File: src/rtl/conv_pkg.sv
// conv_pkg: shared reader FSM state type and default convolution dimensions.
// Holds DEF_DATA_W / DEF_ADDR_W / DEF_DEPTH and reader_state_t, used by the
// result reader and the convolution core.
package conv_pkg;
    localparam int DEF_DATA_W = 8;
    localparam int DEF_ADDR_W = 3;
    localparam int DEF_DEPTH  = 8;
    typedef enum logic [1:0] {IDLE, READ, DRAIN, FINISH} reader_state_t;
endpackage

File: src/rtl/conv_fifo2.sv
// conv_fifo2: two-entry FIFO buffering memZ read data ahead of the output stream.
// Ports: clk, reset (async, active-low), push/wdata (write side),
//        pop/rdata (read side; rdata is the head word), full, empty, count.
module conv_fifo2
    import conv_pkg::*;
#(
    parameter int DATA_W = DEF_DATA_W
) (
    input  logic              clk,
    input  logic              reset,
    input  logic              push,
    input  logic              pop,
    input  logic [DATA_W-1:0] wdata,
    output logic [DATA_W-1:0] rdata,
    output logic              full,
    output logic              empty,
    output logic [1:0]        count
);
    logic [DATA_W-1:0] mem [2];
    logic wp, rp, do_push, do_pop;

    assign do_pop  = pop && !empty;
    // a push into a full FIFO is accepted when the head leaves in the same cycle
    assign do_push = push && (!full || do_pop);
    assign full    = count == 2'd2;
    assign empty   = count == 2'd0;
    assign rdata   = mem[rp];

    always_ff @(posedge clk or negedge reset) begin
        if (!reset) begin
            mem[0] <= '0;
            mem[1] <= '0;
            wp     <= 1'b0;
            rp     <= 1'b0;
            count  <= 2'd0;
        end else begin
            if (do_push) mem[wp] <= wdata;
            wp    <= wp ^ do_push;
            rp    <= rp ^ do_pop;
            count <= count + 2'(do_push) - 2'(do_pop);
        end
    end
endmodule

File: src/rtl/conv_result_reader.sv
// conv_result_reader: streams convolution results from memZ to a valid/ready sink.
// Ports: clk, reset (async, active-low), conv_done/result_len (frame request),
//        memz_rd_en/memz_addr/memz_rdata (memZ read port, 1-cycle latency),
//        out_data/out_valid/out_ready/out_last (result stream),
//        busy (not IDLE), rd_done (one-cycle frame-complete pulse).
// Optional: define CONV_READER_PARITY_EN to add out_parity (even parity of out_data).
module conv_result_reader
    import conv_pkg::*;
#(
    parameter int DATA_W = DEF_DATA_W,
    parameter int ADDR_W = DEF_ADDR_W,
    parameter int DEPTH  = DEF_DEPTH
) (
    input  logic              clk,
    input  logic              reset,
    input  logic              conv_done,
    input  logic [ADDR_W:0]   result_len,
    output logic              memz_rd_en,
    output logic [ADDR_W-1:0] memz_addr,
    input  logic [DATA_W-1:0] memz_rdata,
    output logic [DATA_W-1:0] out_data,
    output logic              out_valid,
    input  logic              out_ready,
    output logic              out_last,
`ifdef CONV_READER_PARITY_EN
    output logic              out_parity,
`endif
    output logic              busy,
    output logic              rd_done
);
    localparam logic [ADDR_W:0] ONE     = (ADDR_W+1)'(1);
    localparam logic [ADDR_W:0] DEPTH_L = (ADDR_W+1)'(DEPTH);

    reader_state_t     state, state_nx;
    logic [ADDR_W:0]   len, beat_cnt, start_len;
    logic [ADDR_W-1:0] rd_ptr;
    logic [1:0]        count, occ;
    logic              in_flight, full, empty, pop, issue, last_rd, last_beat;

    conv_fifo2 #(.DATA_W(DATA_W)) u_fifo (
        .clk   (clk),
        .reset (reset),
        .push  (in_flight),
        .pop   (pop),
        .wdata (memz_rdata),
        .rdata (out_data),
        .full  (full),
        .empty (empty),
        .count (count)
    );

    assign start_len = result_len > DEPTH_L ? DEPTH_L : result_len;
    assign pop       = !empty && out_ready;
    // occupancy once this cycle's pop and in-flight return settle; keeping it
    // below 2 lets a read issue every cycle while the sink keeps accepting
    assign occ       = count - 2'(pop) + 2'(in_flight);
    assign issue     = state == READ && (!full || pop) && occ < 2'd2;
    assign last_rd   = {1'b0, rd_ptr} == len - ONE;
    assign last_beat = beat_cnt == len - ONE;

    always_ff @(posedge clk or negedge reset) begin
        if (!reset) state <= IDLE;
        else        state <= state_nx;
    end

    always_comb begin
        state_nx = state == IDLE  ? (conv_done ? (start_len == '0 ? FINISH : READ) : IDLE) :
                   state == READ  ? (issue && last_rd ? DRAIN : READ) :
                   state == DRAIN ? (pop && last_beat ? FINISH : DRAIN) : IDLE;
    end

    always_comb begin
        memz_rd_en = issue;
        memz_addr  = rd_ptr;
        out_valid  = !empty;
        out_last   = !empty && last_beat;
        busy       = state != IDLE;
        rd_done    = state == FINISH;
    end

`ifdef CONV_READER_PARITY_EN
    assign out_parity = ^out_data;
`endif

    // rd_ptr stops at len-1 so the address never wraps past the frame
    always_ff @(posedge clk or negedge reset) begin
        if (!reset) begin
            len       <= '0;
            beat_cnt  <= '0;
            rd_ptr    <= '0;
            in_flight <= 1'b0;
        end else begin
            in_flight <= issue;
            if (state == IDLE && conv_done) begin
                len      <= start_len;
                beat_cnt <= '0;
                rd_ptr   <= '0;
            end else begin
                if (issue && !last_rd) rd_ptr <= rd_ptr + ADDR_W'(1);
                if (pop) beat_cnt <= beat_cnt + ONE;
            end
        end
    end
endmodule
File: config.mk
export PLATFORM = sky130hd
export DESIGN_NAME = conv_result_reader
export DESIGN_NICKNAME = d
export VERILOG_FILES = /design/src/rtl/conv_pkg.sv /design/src/rtl/conv_fifo2.sv /design/src/rtl/conv_result_reader.sv
export SDC_FILE = /design/constraint.sdc
export NUM_CORES = 1
export LEC_CHECK = 0
export ABC_CLOCK_PERIOD_IN_PS = 5650
export BUFFER_PORTS_ARGS = -buffer_cell sky130_fd_sc_hd__buf_2
export CAP_MARGIN = 20
export CORE_ASPECT_RATIO = 0.75
export CORE_MARGIN = 5
export CORE_UTILIZATION = 50
export CTS_CLUSTER_SIZE = 10
export DETAILED_ROUTE_END_ITERATION = 7
export PLACE_DENSITY = 0.74
export SYNTH_ARGS = -nofsm -noshare
export SYNTH_HDL_FRONTEND = slang
export SYNTH_HIERARCHICAL = 1
export SYNTH_SLANG_ARGS = --single-unit
export TNS_END_PERCENT = 50
File: constraint.sdc
create_clock -name clk -period 5.65 [get_ports clk]
set_clock_uncertainty 0.1 [all_clocks]
set_input_delay 0.8475 -clock clk [delete_from_list [all_inputs] [get_ports clk]]
set_output_delay 0.8475 -clock clk [all_outputs]
set_load 0.02 [all_outputs]
==> results of run 1 <==
==> worst max-delay path, stage by stage <==
cell	delay [ns]
buf_2	0.10
nand2_1	0.13
inv_1	0.17
ha_1	0.23
xnor2_1	0.21
xnor2_1	0.14
a2111oi_4	0.54
buf_2	0.26
==> sequential cells by signal (all words and copies together), names as in the netlist <==
name,flops
in_flight,1
state,2
memz_addr,3
u_fifo/wp,1
u_fifo/mem,16
u_fifo/count,2
u_fifo/rp,1
len,4
beat_cnt,4
==> how the worst max path moves through the flow <==
stage | from | to | slack (ns) | cells after the start
detailed placement | out_ready | memz_rd_en | 2.09 | 8
floorplan | out_ready | memz_rd_en | 2.45 | 6
finish | out_ready | memz_rd_en | 2.07 | 8
global route | u_fifo/count[1] | memz_rd_en | 1.91 | 9
CTS | out_ready | memz_rd_en | 2.08 | 8
global placement | out_ready | memz_rd_en | 2.14 | 8
==> layer usage <==
layer / vias to the layer above / wire length [um] / track usage (%)
li1: 572 / - / -
met1: 572 / 1510 / 19.8
met2: 29 / 1610 / 23.2
met3: 7 / 162 / 4.47
met4: 0 / 55 / 5.91
met5: - / 0 / 0
==> area by class of cell <==
type | instances | area (um2) | area share, %
clock buffer | 6 | 82.6 | 3.84
clock inverter | 1 | 30.0 | 1.40
inverter | 11 | 41.3 | 1.92
multi-input combinational | 100 | 927 | 43.1
sequential | 34 | 851 | 39.5
tap | 52 | 65.1 | 3.02
timing repair buffer | 31 | 155 | 7.21
==> per-stage QoR <==
stage | cell area, um2 | hold slack (ns) | util, % | total power [mW]
after floorplan | 1860 | 0.367 | - | 1.12
after detailed placement | 2040 | 0.392 | 56.4 | 1.30
final | 2150 | 0.410 | 59.6 | 1.51
after CTS | 2150 | 0.408 | 59.6 | 1.53
after global routing | 2150 | 0.429 | 59.6 | 1.62
after global placement | 2040 | 0.389 | 56.4 | 1.26
==> cells by family after synthesis <==
logic type	count (synthesis)	share of synthesized area (%)
xor+xnor	17	8.42
buf+inv	15	4.24
mux	26	20.5
fa+ha+maj	8	5.39
flops	34	45.8
compound gates	11	5.32
simple gates	38	10.3
==> power by group through the flow <==
| stage | Sequential, mW | Clock (mW) | Combinational, mW |
|---|---|---|---|
| 2_1_floorplan | 0.453 | 0 | 0.672 |
| 3_3_place_gp | 0.474 | 0 | 0.787 |
| 3_5_place_dp | 0.487 | 0 | 0.810 |
| 4_1_cts | 0.482 | 0.228 | 0.816 |
| 5_1_grt | 0.500 | 0.243 | 0.878 |
| 6_report | 0.482 | 0.223 | 0.807 |
==> cells in the final DEF, fill, tap and decap left out, types with 4 or more instances in the layout <==
| cell type | Yosys | routed |
|---|---|---|
| buf_2 | 0 | 31 |
| clkbuf_8 | 0 | 6 |
| dfrtp_1 | 34 | 34 |
| ha_1 | 8 | 8 |
| inv_1 | 11 | 11 |
| mux2_4 | 24 | 24 |
| nand2_1 | 12 | 12 |
| nor2_1 | 8 | 8 |
| xnor2_1 | 12 | 12 |
| xor2_1 | 4 | 4 |
==> out/results.txt, run 1 <==
Worst setup path category -> primary input to output pin
Top achievable clock speed -> 0.280 GHz
Worst slew pin tran -> 0.743 ns
Post-synthesis cell type count -> 31
PD cells -> 702 nW/um2
Final setup viols -> 0
Synth area leaders -> dfrtp_1 (46%), mux2_4 (19%), xnor2_1 (5.7%), ha_1 (5.4%), nand2_1 (2.4%)
Layout Cells excl Fill -> 235
Initial DRC count -> 103
Reg-to-Reg End -> memz_addr[1]
Vias in the first global route -> 1,243
Synthesized area per cell -> 12.5 um2
Total gr overflow -> 0
CTS buffer count -> 5
Asr flop ratio synth -> 100%
Unrepaired setup endpoints after global routing -> no
Run status -> finished clean
Final hold vios -> 0
Pre-CTS WS -> 2.09 ns
Mapped cell area -> 1860 um2
Max H-tree Level -> 2
Synth warnings -> 6
DP Cell Count -> 228
Min Clock Period, post-route -> 3.58 ns
CTS clk-pin slew, worst paths -> 0.06 ns
Peak VDD IR -> 435 uV
Leakage -> 1.07 nW
Total number of vias -> 1,180
Critical Path RT -> 4.70 ns
Number of remaining DRC errors -> 0
Post-synth top cells -> dfrtp_1 (34), mux2_4 (24), nand2_1 (12), xnor2_1 (12), inv_1 (11)
Largest net degree at the start of global routing -> 35
Die Height -> 62.8 um
Global-route wire length before repair -> 5840 um
Crit. End Element -> output pin
GP Congestion -> 0.798
Hold crit path type -> register to register
Pint -> 0.929 mW
Period Utilization, post-route -> 63.3%
Top-count cell post-synth -> dfrtp_1
Fillers -> 309
# port buffers -> 31
Diode count -> 0
Fin nets -> 207
Hold Path Depth -> 2
Area grow syn2layout -> 15.9%
Setup crit start kind -> primary input
Fin. max-slew vios -> 0
Starting Density -> 51.4%
Slew margin rel. -> 50.4%
Sw power -> 0.582 mW
Gr usage total -> 15.1%
CTS tree -> yes
Switching share of power -> 38.5%
DIE AREA -> 5040 um2
Total of max-cap violations -> 0
FP Rows -> 19
# hold bufs at CTS -> 0
Final wirelength -> 3350 um
Clk root buf -> clkbuf_8
# clock sinks -> 34
Vias/cell -> 5.02
Post-CTS Setup Inserts -> 0
Worst Hold Endpoint -> len[3]
R2r setup slk -> 3.03 ns
Synth Flop Type -> dfrtp_1
Mapped Cells -> 149
Comb pwr share -> 53.4%
Final worst slack -> 2.07 ns
CP max FO -> 9
Final ANT Viol Nets -> 0
Clock power frac -> 14.7%
Hold_sp -> len[3]
Initial antenna violation count -> 0
Post-synthesis sequential area ratio -> 45.8%
I/O pins -> 32
CTS Buffer Depth -> 2
EDFF count, synth -> 0
Top cell type's share of synthesized area -> 45.8%
Reg2Reg Depth -> 10
Clock Latency Late Sink -> 0.28 ns
Worst reg2reg path startpoint -> u_fifo/count[1]
Resized cells post-CTS -> 0
WP data arrival -> 2.63 ns
FF+latch count, synth -> 34
Die Wd -> 80.4 um
WL/cell -> 14.2 um
Syn nets -> 173
Pre-Repair DR Iteration Count -> 4
Reg power frac -> 31.9%
DP HPWL -> 2560 um
Fraction of layout cells with a size suffix above 1 -> 37.7%
Core area -> 3610 um2
Area leader, netlist -> dfrtp_1
Total negative setup slack -> 0 ns
No activity file was read; power rests on OpenSTA's default activity.
==> run 2, diff against run 1 <==
--- a/config.mk
+++ b/config.mk
@@ -5,7 +5,8 @@
 export SDC_FILE = /design/constraint.sdc
 export NUM_CORES = 1
 export LEC_CHECK = 0
-export ABC_CLOCK_PERIOD_IN_PS = 5650
+export ABC_AREA = 1
+export ABC_CLOCK_PERIOD_IN_PS = 3000
 export BUFFER_PORTS_ARGS = -buffer_cell sky130_fd_sc_hd__buf_2
 export CAP_MARGIN = 20
 export CORE_ASPECT_RATIO = 0.75
@@ -13,7 +14,7 @@
 export CORE_UTILIZATION = 50
 export CTS_CLUSTER_SIZE = 10
 export DETAILED_ROUTE_END_ITERATION = 7
-export PLACE_DENSITY = 0.74
+export PLACE_DENSITY = 0.77
 export SYNTH_ARGS = -nofsm -noshare
 export SYNTH_HDL_FRONTEND = slang
 export SYNTH_HIERARCHICAL = 1
==> constraint.sdc (replaced) <==
create_clock -name clk -period 3 [get_ports clk]
set_clock_uncertainty 0.1 [all_clocks]
set_input_delay 0.45 -clock clk [delete_from_list [all_inputs] [get_ports clk]]
set_output_delay 0.45 -clock clk [all_outputs]
set_load 0.02 [all_outputs]
==> run 2 against run 1 <==
  * Power fell by 46%
  * Area after synthesis up 4.0%
  * Critical path type is now register to output pin
  * Via count is 33% higher
  * Sequential power fell by 5.0%
  * Non-clock buffer count stayed put
  * Synthesized cell count rose by 67%
  * Design area grew 2.2%
  * Clock-buffer cell count up 1
  * Worst setup slack lost 1.8 ns
  * Critical endpoint unchanged
  * Sequential share of layout area is 0.83 points lower
==> out/results.txt, run 2 <==
Worst setup path category -> register to output pin (was primary input to output pin)
Post-synthesis cell type count -> 26 (was 31)
Layout Utilization -> 59.7% (was 59.6%)
Unrepaired setup endpoints after global routing -> no (unchanged)
Top-count cell post-synth -> nand2_1 (was dfrtp_1)
Mapped cell area -> 1930 um2 (was 1860 um2)
I/O pins -> 32 (unchanged)
Post-synth top cells -> nand2_1 (64), inv_1 (50), dfrtp_1 (34) (was dfrtp_1 (34), mux2_4 (24), nand2_1 (12), xnor2_1 (12), inv_1 (11))
Total of max-cap violations -> 0 (unchanged)
WL/cell -> 10.8 um (was 14.2 um)
CTS clk-pin slew, worst paths -> 0.07 ns (was 0.06 ns)
# hold bufs at CTS -> 0 (unchanged)
Area leader, netlist -> dfrtp_1 (unchanged)
CTS tree -> yes (unchanged)
Vias in the first global route -> 1,502 (was 1,243)
Resized cells post-CTS -> 0 (unchanged)
Fin. max-slew vios -> 0 (unchanged)
FF+latch count, synth -> 34 (unchanged)
WP data arrival -> 2.19 ns (was 2.63 ns)
Period Utilization, post-route -> 91.3%
Total number of vias -> 1,569 (was 1,180)
Critical Path RT -> 2.45 ns (was 4.70 ns)
Peak VDD IR -> 268 uV (was 435 uV)
Final ANT Viol Nets -> 0 (unchanged)
FP Rows -> 19 (unchanged)
Starting Density -> 52.4% (was 51.4%)
Worst reg2reg path startpoint -> u_fifo/count[1] (unchanged)
Post-route cell area -> 2200 um2 (was 2150 um2)
Total gr overflow -> 0 (unchanged)
Biggest regs -> u_fifo/mem: 16 flops, beat_cnt: 4 flops, len: 4 flops (unchanged)
Min Clock Period, post-route -> 2.74 ns
Pre-Repair DR Iteration Count -> 5 (was 4)
CP max FO -> 8 (was 9)
Final wirelength -> 3620 um (was 3350 um)
PD cells -> 374 nW/um2 (was 702 nW/um2)
Critical path's slowest cell -> dfrtp_1 (was a2111oi_4)
Worst slew pin tran -> 0.740 ns (was 0.743 ns)
EDFF count, synth -> 0 (unchanged)
Die Height -> 63.8 um (was 62.8 um)
Post-synthesis sequential area ratio -> 44.0% (was 45.8%)
Setup crit start kind -> register (was primary input)
Final setup viols -> 0 (unchanged)
Synth warnings -> 6 (unchanged)
Area grow syn2layout -> 13.8% (was 15.9%)
Top cell type's share of synthesized area -> 44.0% (was 45.8%)
Post-CTS Setup Inserts -> 0 (unchanged)
Top reg by flops -> u_fifo/mem (unchanged)
DP HPWL -> 2770 um (was 2560 um)
Max reg flops -> 16 (unchanged)
Synth Flop Type -> dfrtp_1 (unchanged)
Vias/cell -> 4.67 (was 5.02)
Crit. End Element -> output pin (unchanged)
Mapped Cells -> 249 (was 149)
Most frequent cells in the layout -> nand2_1 (64), inv_1 (50), dfrtp_1 (34) (was dfrtp_1 (34), buf_2 (31), mux2_4 (24))
Total negative setup slack -> 0 ns (unchanged)
Reg-to-Reg End -> state[0] (was memz_addr[1])
DP Area -> 2110 um2 (was 2040 um2)
Run status -> finished clean (unchanged)
Most common cell after layout, fill and taps aside -> nand2_1 (was dfrtp_1)
Core area -> 3680 um2 (was 3610 um2)
Largest net degree at the start of global routing -> 35 (unchanged)
Initial antenna violation count -> 0 (unchanged)
Clock Latency Late Sink -> 0.28 ns (about the same)
Number of remaining DRC errors -> 0 (unchanged)
CP Cell Sequence -> inv_1 -> nand2_1 -> inv_1 -> inv_2 -> nand2_2 -> inv_1 -> ha_1 -> inv_1 -> nand2_1 -> nand3_1 -> nand2_2 -> nor2_8 -> buf_2 (was buf_2 -> nand2_1 -> inv_1 -> ha_1 -> xnor2_1 -> xnor2_1 -> a2111oi_4 -> buf_2)
# port buffers -> 31 (unchanged)
Slowest stage delay, CP -> 0.40 ns (was 0.54 ns)
Top achievable clock speed -> 0.365 GHz
Initial DRC count -> 68 (was 103)
Final hold vios -> 0 (unchanged)
Leakage -> 1.21 nW (was 1.07 nW)
Gr usage total -> 16.5% (was 15.1%)
CP most frequent cell -> inv_1
Reg2Reg Depth -> 15 (was 10)
Synth area leaders -> dfrtp_1 (44%), nand2_1 (12%), inv_1 (9.7%), o21ai_0 (5.4%), ha_1 (5.2%) (was dfrtp_1 (46%), mux2_4 (19%), xnor2_1 (5.7%), ha_1 (5.4%), nand2_1 (2.4%))
Diode count -> 0 (unchanged)
Pwr Total -> 0.822 mW (was 1.51 mW)
Die Wd -> 81.8 um (was 80.4 um)
Fin nets -> 307 (was 207)
Slew margin rel. -> 50.7% (was 50.4%)
Hold crit path type -> primary input to asynchronous set/reset pin (was register to register)
Fraction of layout cells with a size suffix above 1 -> 20.8% (was 37.7%)
Clk root buf -> clkbuf_8 (unchanged)
R2r setup slk -> 0.82 ns (was 3.03 ns)
GP Congestion -> 0.869 (was 0.798)
Global-route wire length before repair -> 6580 um (was 5840 um)
Max H-tree Level -> 2 (unchanged)
CTS buffer count -> 5 (unchanged)
Syn nets -> 273 (was 173)
Synthesized area per cell -> 7.76 um2 (was 12.5 um2)
CTS Buffer Depth -> 2 (unchanged)
DIE AREA -> 5220 um2 (was 5040 um2)
# clock sinks -> 34 (unchanged)
Hold Slack -> 0.126 ns (was 0.410 ns)
Fillers -> 335 (was 309)
Asr flop ratio synth -> 100% (unchanged)
-- run 2: cell types whose count changed after synthesis, sizes merged, moves of 3 or more --
cell,previous run,this run
o22ai,0,3
inv,11,56
nand2,13,71
mux2,24,0
nor2,8,15
xnor2,12,0
and3,3,0
nand3,3,17
o21ai,3,26
-- run 2: routing by layer --
| metal | wire, um | vias to the layer above | global-route usage [%] |
|---|---|---|---|
| li1 | - | 838 | - |
| met1 | 1860 | 690 | 23.5 |
| met2 | 1470 | 33 | 22.6 |
| met3 | 194 | 8 | 4.49 |
| met4 | 99 | 0 | 8.71 |
| met5 | 0 | - | 0 |
-- run 2: area by class of cell --
type	count	area [um2]	share of cell area, %
flip-flops and latches	34	851	38.7
multi-input cells	155	826	37.6
inverters	56	210	9.56
repair buffers	31	155	7.06
clock buffers	7	86.3	3.93
well taps	52	65.1	2.96
clock inverters	1	5.00	0.228
-- run 2: cell families (layout without fill, tap and decap cells) --
| logic type | after synthesis | count (layout) | synth area share (%) |
|---|---|---|---|
| buffers and inverters | 60 | 95 | 13.2 |
| XOR/XNOR | 3 | 3 | 1.36 |
| AO/OA/AOI/OAI | 34 | 34 | 9.59 |
| adder cells (fa/ha/maj) | 8 | 8 | 5.18 |
| AND/OR/NAND/NOR | 110 | 110 | 26.6 |
| flip-flops | 34 | 34 | 44.0 |
-- run 2: power by group --
group / switching, mW / total [mW] / internal, mW
registers: 0 / 0.458 / 0.458
logic: 0.0137 / 0.0211 / 0.00745
clock network: 0.157 / 0.342 / 0.185
-- run 2: worst max-delay path: cells and delay by family (launching register included) --
kind	cells	cell delay [ns]
buffers and inverters	6	0.66
and+or+nand+nor	6	0.55
DFF	1	0.40
adders and majority gates	1	0.28
-- run 2: how the worst max path moves through the flow --
stage / startpoint / endpoint / slack [ns] / cells past startpoint
detailed placement: u_fifo/count[1] / memz_rd_en / 0.57 / 13
global route: u_fifo/count[1] / memz_rd_en / 0.04 / 13
finish: u_fifo/count[1] / memz_rd_en / 0.26 / 13
floorplan: u_fifo/count[1] / memz_rd_en / 0.83 / 12
CTS: u_fifo/count[1] / memz_rd_en / 0.26 / 13
global placement: u_fifo/count[1] / memz_rd_en / 0.66 / 13
-- run 2: stage by stage --
step                setup WS, ns  std cells
detailed placement         0.574        328
global placement           0.663        328
floorplan                  0.833        249
CTS                        0.255        336
global route              0.0417        336
finish                     0.261        336
